File: config.mk
export PLATFORM = sky130hd
export DESIGN_NAME = uart_tx_fifo_drain
export DESIGN_NICKNAME = d
export VERILOG_FILES = /design/src/rtl/uart_tx_fifo_drain.sv
export SDC_FILE = /design/constraint.sdc
export NUM_CORES = 1
export LEC_CHECK = 0
export CELL_PAD_IN_SITES_DETAIL_PLACEMENT = 1
export CELL_PAD_IN_SITES_GLOBAL_PLACEMENT = 1
export CORE_MARGIN = 3
export CORE_UTILIZATION = 46
export DETAILED_ROUTE_END_ITERATION = 10
export PLACE_DENSITY_LB_ADDON = 0.1
export RECOVER_POWER = 25
export SLEW_MARGIN = 20
export SYNTH_ARGS = -nofsm -noshare
export SYNTH_HDL_FRONTEND = slang
export SYNTH_SLANG_ARGS = --single-unit
export TNS_END_PERCENT = 50
File: constraint.sdc
create_clock -name clk -period 2.7 [get_ports clk]
set_input_delay 0.405 -clock clk [delete_from_list [all_inputs] [get_ports clk]]
set_output_delay 0.405 -clock clk [all_outputs]
set_load 0.01 [all_outputs]
File: src/rtl/uart_tx_fifo_drain.sv
// UART transmitter that pops words from a show-ahead FIFO and shifts each one out
// as a start / data (LSB first) / optional parity / stop frame.
module uart_tx_fifo_drain #(
   parameter int unsigned BAUD_DIV  = 868,
   parameter int unsigned DATA_BITS = 8,
   parameter int unsigned PARITY    = 0,
   parameter int unsigned STOP_BITS = 1
) (
   input  logic                 clk,
   input  logic                 rst,
   input  logic                 en,
   input  logic                 fifo_empty,
   input  logic [DATA_BITS-1:0] fifo_data,
   output logic                 fifo_ren,
   output logic                 tx,
   output logic                 busy
);

   typedef enum logic [2:0] {IDLE, START, DATA, PAR_BIT, STOP} state_t;

   localparam logic [15:0] BAUD_LAST  = 16'(BAUD_DIV - 1);
   localparam logic [3:0]  LAST_DATA  = 4'(DATA_BITS - 1);
   localparam logic [3:0]  LAST_STOP  = 4'(STOP_BITS - 1);
   localparam logic        HAS_PARITY = (PARITY != 0);

   state_t               state_reg, state_next;
   logic [15:0]          baud_cnt_reg, baud_cnt_next;
   logic [3:0]           bit_idx_reg, bit_idx_next;
   logic [DATA_BITS-1:0] word_reg, word_next;
   logic [DATA_BITS-1:0] shift_reg, shift_next;
   logic                 tx_reg, tx_next;
   logic                 ren_reg, ren_next;
   logic                 busy_reg, busy_next;
   logic                 bit_end;
   logic                 parity_bit;

   assign bit_end    = (baud_cnt_reg == BAUD_LAST);
   // Parity comes from the word captured at pop time; the FIFO head has moved on by then.
   assign parity_bit = (PARITY == 1) ? ~^word_reg : ^word_reg;

   always_ff @(posedge clk) begin
      if (rst) begin
         state_reg    <= IDLE;
         baud_cnt_reg <= '0;
         bit_idx_reg  <= '0;
         word_reg     <= '0;
         shift_reg    <= '0;
         tx_reg       <= 1'b1;
         ren_reg      <= 1'b0;
         busy_reg     <= 1'b0;
      end else begin
         state_reg    <= state_next;
         baud_cnt_reg <= baud_cnt_next;
         bit_idx_reg  <= bit_idx_next;
         word_reg     <= word_next;
         shift_reg    <= shift_next;
         tx_reg       <= tx_next;
         ren_reg      <= ren_next;
         busy_reg     <= busy_next;
      end
   end

   always_comb begin
      state_next    = state_reg;
      baud_cnt_next = bit_end ? 16'd0 : baud_cnt_reg + 16'd1;
      bit_idx_next  = bit_idx_reg;
      word_next     = word_reg;
      shift_next    = shift_reg;
      tx_next       = tx_reg;
      ren_next      = 1'b0;
      busy_next     = busy_reg;

      case (state_reg)
         IDLE: begin
            baud_cnt_next = '0;
            bit_idx_next  = '0;
            tx_next       = 1'b1;
            busy_next     = 1'b0;
            if (en && !fifo_empty) begin
               word_next  = fifo_data;
               shift_next = fifo_data;
               ren_next   = 1'b1;
               busy_next  = 1'b1;
               tx_next    = 1'b0;
               state_next = START;
            end
         end
         START: begin
            if (bit_end) begin
               tx_next      = shift_reg[0];
               shift_next   = shift_reg >> 1;
               bit_idx_next = '0;
               state_next   = DATA;
            end
         end
         DATA: begin
            if (bit_end) begin
               if (bit_idx_reg == LAST_DATA) begin
                  bit_idx_next = '0;
                  if (HAS_PARITY) begin
                     tx_next    = parity_bit;
                     state_next = PAR_BIT;
                  end else begin
                     tx_next    = 1'b1;
                     state_next = STOP;
                  end
               end else begin
                  bit_idx_next = bit_idx_reg + 4'd1;
                  tx_next      = shift_reg[0];
                  shift_next   = shift_reg >> 1;
               end
            end
         end
         PAR_BIT: begin
            if (bit_end) begin
               tx_next      = 1'b1;
               bit_idx_next = '0;
               state_next   = STOP;
            end
         end
         STOP: begin
            // bit_idx doubles as the stop-bit counter here.
            if (bit_end) begin
               if (bit_idx_reg == LAST_STOP) begin
                  bit_idx_next = '0;
                  busy_next    = 1'b0;
                  state_next   = IDLE;
               end else begin
                  bit_idx_next = bit_idx_reg + 4'd1;
               end
            end
         end
         default: begin
            state_next = IDLE;
            tx_next    = 1'b1;
            busy_next  = 1'b0;
         end
      endcase
   end

   assign tx       = tx_reg;
   assign fifo_ren = ren_reg;
   assign busy     = busy_reg;

endmodule

**Word level (Yosys, flattened, before mapping)**

Cells that the tools add are included.

- Add/subtract/negate cells: 2
- Mux-type cells: 29
- Equality and inequality tests: 15
- Bitwise operators: 3
- Reduce and logical (&&, ||, !) cells: 15

Operator list:

| operator | count |
|---|---|
| 8-bit 2-to-1 mux | 4 |
| 8-bit one-hot mux with 3 select lines | 1 |
| 3-bit 2-to-1 mux | 7 |
| 4-bit 2-to-1 mux | 5 |
| 16-bit by 1-bit adder with 16-bit output (second input constant) | 1 |
| 16-bit by 10-bit equality test with 1-bit output (second input constant) | 1 |
| 2-bit inequality test (second input constant) | 8 |
| 4-bit one-hot mux with 4 select lines | 1 |
| 3-bit one-hot mux with 5 select lines | 1 |
| 1-bit 2-to-1 mux | 8 |
| 4-bit AND reduction | 2 |
| 7-bit AND reduction | 1 |
| 3-bit by 2-bit equality test with 1-bit output (second input constant) | 2 |
| 3-bit OR reduction | 2 |
| 1-bit one-hot mux with 5 select lines | 1 |
| 5-bit AND reduction | 1 |
| 4-bit by 1-bit adder with 4-bit output (second input constant) | 1 |
| 4-bit by 3-bit equality test with 1-bit output (second input constant) | 1 |
| 4-bit zero test | 1 |
| 4-bit nonzero test | 1 |
| 2-bit OR reduction | 2 |
| 3-bit by 1-bit equality test with 1-bit output (second input constant) | 1 |
| 3-bit equality test (second input constant) | 1 |
| 3-bit zero test | 1 |
| 7 further kinds | 9 |

- Input bits: 12
- Output and inout port bits: 3
- Register bits after elaboration: 34

**Longest topological paths before layout**

- Word-level depth: 4
- Mapped depth: 8
- Mapped depth without buffers: 7

**Worst setup path after synthesis**

No wires, ideal clock.

- Path type: register -> register
- Start: register baud_cnt_reg[0]
- End: register shift_reg[4]
- Required time: 2,621 ps
- Clock period less this slack: 1,808 ps
- Cell stages (with the launch flop): 8
- Slack: 892 ps
- Buffers on the path: 1
- Arrival time: 1,729 ps
- Path through: dfxtp_1 ha_1 and4_1 nand4_4 a211oi_4 buf_6 nor2_1 a211oi_2

- Cells in the longest elaborated chain, start to end: 3
- Elaborated cells between the ends (all ways): 4
- Classes of those cells: eq/ne: 3; reduce/logical: 1

RTL lines:

| element | RTL line | RTL |
|---|---|---|
| from (decl) | 27 | `logic [15:0] baud_cnt_reg, baud_cnt_next;` |
| from (signal assigned) | 53 | `baud_cnt_reg <= baud_cnt_next;` |
| 16-bit by 10-bit equality test with 1-bit output * | 37 | `assign bit_end = (baud_cnt_reg == BAUD_LAST);` |
| 2-bit inequality test (no source line) | -- |  |
| 5-bit AND reduction (no source line) * | -- |  |
| to (signal assigned) | 56 | `shift_reg <= shift_next;` |
| to (decl) | 30 | `logic [DATA_BITS-1:0] shift_reg, shift_next;` |

Mark *: on every way between the ends. The rest lies on a longest branch, timed or not.
A chain may end at the register's enable or synchronous reset.

**Final worst setup path**

- Start: register baud_cnt_reg[0]
- End: register baud_cnt_reg[11]

- Cells in the longest elaborated chain, start to end: 2
- Elaborated cells between the ends (all ways): 3
- Classes of those cells: add/sub: 1; eq/ne: 1; reduce/logical: 1

RTL lines:

| element |
|---|
| branches (longest 2 deep; another with 16-bit by 1-bit adder with 16-bit output) |

Parallel ways; which one is timed is not known.

==> summary.txt <==
Status
  • Outcome: finished clean

Die
  • Die span in y: 67.2 µm
  • Core ar.: 3470 µm²
  • Die X: 67.2 µm
  • Core Rows: 21
  • Initial Utilization: between 40 and 50%
  • I/O pin cnt: 15
  • DIE AREA: 4520 µm²

Final layout
  • Diode count: 0
  • Max reg flops: 16
  • Post-route design area: 1970 µm²
  • Share of layout cells above drive strength 1: under 10%
  • Layout Nets: 226
  • Syn-to-layout area delta: 14.2%
  • Non-filler cells in the finished layout: 258

Setup path
  • Setup CP Type: reg2reg
  • Slowest stage delay, CP: 0.52 ns
  • CP required: 2.91 ns
  • CP bufs+invs: 1
  • Critical-path cell list: ha_1 -> and4_1 -> nand4_1 -> clkbuf_1 -> nand2_1 -> nor2_1
  • CP top delay family: simple AND/OR/NAND/NOR gates
  • Worst-path fanout max: 16
  • WP data arrival: approximately 2.6 ns
  • Max stage delay cell, worst path: clkbuf_1
  • CP Launch Type: flop
  • Worst setup EP type: flop

Clocking
  • Worst-path clk slew: about 0.07 ns
  • H-Tree Depth: 2
  • Resized Gates After CTS: 0
  • Cts hold-fix bufs: 0
  • CTS max path bufs: 2
  • CTS root buf: clkbuf_8
  • Post-CTS setup buffer count: 0
  • Worst-Skew Late Latency: 0.28 ns
  • Num CTS Buffers: 5
  • Clock tree sinks: 34
  • CTS tree: built

Detailed routing
  • Drt via density: 5.57
  • Routed WL: between 3 and 4 mm
  • 1st-iter DRT viols: 63
  • Vias: 1436
  • Drt pass-1 iters: 4
  • DR WL met2: 1.94 mm
  • Met3 WL: 105 µm
  • DR WL/cell: 15.3 µm
  • Max layer used: met4
  • # DRC: 0
  • Met1 wire length: 1.85 mm
  • Post-route ant nets: 0

GRT
  • GRT Residual Overflow: 0
  • Largest net degree at the start of global routing: 19
  • First-pass GRT wire length: 6.87 mm
  • Initial antenna violation count: 0
  • Gr usage total: about 20%
  • Vias in the first global route: 1483

STA
  • Period Utilization, post-route: 87.2%
  • Slew Viols, Final: 0
  • Finish-stage setup viols: 0
  • Slew @ Worst Pin: 0.661 ns
  • TNS Setup: 0 ns
  • Tmin final: 2.36 ns
  • RSZ-0062 raised after global routing: false
  • Worst slew margin: 55.9%
  • Worst setup margin: 0.345 ns
  • Final Skew: 0.00220 ns
  • Fmax: between 0.4 and 0.5 GHz
  • Fin. Hold Viols: 0

Synth
  • Post-synth EDFFs: 0
  • Async set or reset register ratio after synthesis: 0%
  • Post-synthesis cell area: 1720 µm²
  • Synth Instances: 197
  • Top FF cell, synth: dfxtp_1
  • Syn_nets: 212
  • Sequential-to-total area share from yosys stat: around two fifths
  • Netlist cell types: 46
  • Post-synthesis register bit count: 34
  • Synthesized area per cell: 8.75 µm²
  • Synthesis Warnings: 0

Placed design
  • Post-Place Cells: 250
  • Post-DP HPWL: 2.86 mm
  • Gpl congestion: 0.781
  • Port Buf Inserts: 14
  • Place WS: 0.520 ns
  • Dpl cell area: 1900 µm²

Power and ir drop
  • Peak VDD IR: 0.000288 V
  • Leak: 0.682 nW
  • Pint: 0.778 mW
  • Clock Power Share: a little under two fifths
  • Register share of total power: between 50% and 60%
  • Sw power: about 0.26 mW
  • PD cells: 527 nW/µm²
  • Logic pwr share: between 10% and 20%
  • Net Sw Frac: about 25%

Min path
  • Worst hold path class: reg2reg

Job
  • Max_cap viols: 0
-- worst paths after layout --
kind	start	end	slack, ns	depth (start not counted)
setup reg to reg	baud_cnt_reg[0]$_SDFF_PP0_	baud_cnt_reg[11]$_SDFF_PP0_	0.34	6
hold / removal	shift_reg[7]$_SDFFE_PP0P_	shift_reg[7]$_SDFFE_PP0P_	0.49	2
setup / recovery	baud_cnt_reg[0]$_SDFF_PP0_	baud_cnt_reg[11]$_SDFF_PP0_	0.34	6
hold reg to reg	shift_reg[7]$_SDFFE_PP0P_	shift_reg[7]$_SDFFE_PP0P_	0.49	2
-- tightest hold or removal path, stage by stage, from the launching register on --
cell and delay (ns):
dfxtp_1 0.32, nand2b_1 0.07, a21oi_1 0.06
-- stage by stage --
step | hold slack, ns | utilization [%] | power [mW]
after floorplan | 0.442 | - | 0.618
after global placement | 0.472 | 54.7 | 0.648
after detailed placement | 0.487 | 54.7 | 0.656
after CTS | 0.498 | 57.3 | 1.04
after global routing | 0.513 | 56.7 | 1.08
final | 0.492 | 56.7 | 1.04
-- routing by layer --
layer,vias to the layer above,track usage [%]
li1,717,-
met1,696,24.5
met2,17,34.4
met3,6,4.66
met4,0,7.09
met5,-,0
-- cells in the final DEF, fill, tap and decap left out, types with 2 or more instances in the layout --
cell type / count
nand2_1: 11
clkbuf_8: 6
nand3_1: 8
nand3b_1: 2
and3_1: 2
buf_4: 2
a211oi_1: 6
xor2_1: 6
nor4_1: 2
clkdlybuf4s50_1: 10
nand2b_1: 4
a21o_1: 3
o21ai_0: 8
a21oi_1: 6
nor2b_1: 2
xnor2_1: 9
nor3_1: 6
nand4_1: 3
or3_1: 2
nor2_1: 35
ha_1: 3
and4_1: 2
dlygate4sd3_1: 4
mux2i_1: 7
or3b_1: 2
inv_1: 4
dfxtp_1: 34
clkbuf_1: 2
a211oi_2: 2
-- layout make-up --
cell class | count | area, µm²
well taps | 46 | 57.6
clock inverters | 1 | 5.00
flip-flops and latches | 34 | 681
multi-input cells | 149 | 965
clock buffers | 7 | 86.3
fillers | 421 | 1500
inverters | 4 | 15.0
repair buffers | 17 | 159
-- cell families (layout without fill, tap and decap cells) --
kind of cell	Yosys count	after routing	synth area share [%]
compound gates	33	33	13.7
xor+xnor	15	15	7.62
fa+ha+maj	4	4	2.76
buf+inv	14	29	3.70
flops	34	34	39.5
mux	7	7	4.06
simple gates	90	90	28.7
-- cell usage after synthesis (4+ instances only) --
master | n | area [µm²]
nor2_1 | 35 | 131
dfxtp_1 | 34 | 681
nand2_1 | 11 | 41.3
xnor2_1 | 9 | 78.8
nand3_1 | 8 | 40.0
o21ai_0 | 8 | 40.0
mux2i_1 | 7 | 70.1
a211oi_1 | 6 | 45.0
a21oi_1 | 6 | 30.0
clkbuf_1 | 6 | 22.5
nor3_1 | 6 | 30.0
xor2_1 | 6 | 52.6
inv_1 | 4 | 15.0
nand2b_1 | 4 | 25.0
-- power groups by stage --
stage | sequential (mW) | clock (mW) | combinational, mW
after CTS | 0.535 | 0.396 | 0.111
after global routing | 0.537 | 0.422 | 0.121
after detailed placement | 0.546 | 0 | 0.110
after global placement | 0.545 | 0 | 0.104
after floorplan | 0.541 | 0 | 0.0763
final | 0.534 | 0.395 | 0.108
Note: power is estimated with default switching activity, not from simulation.
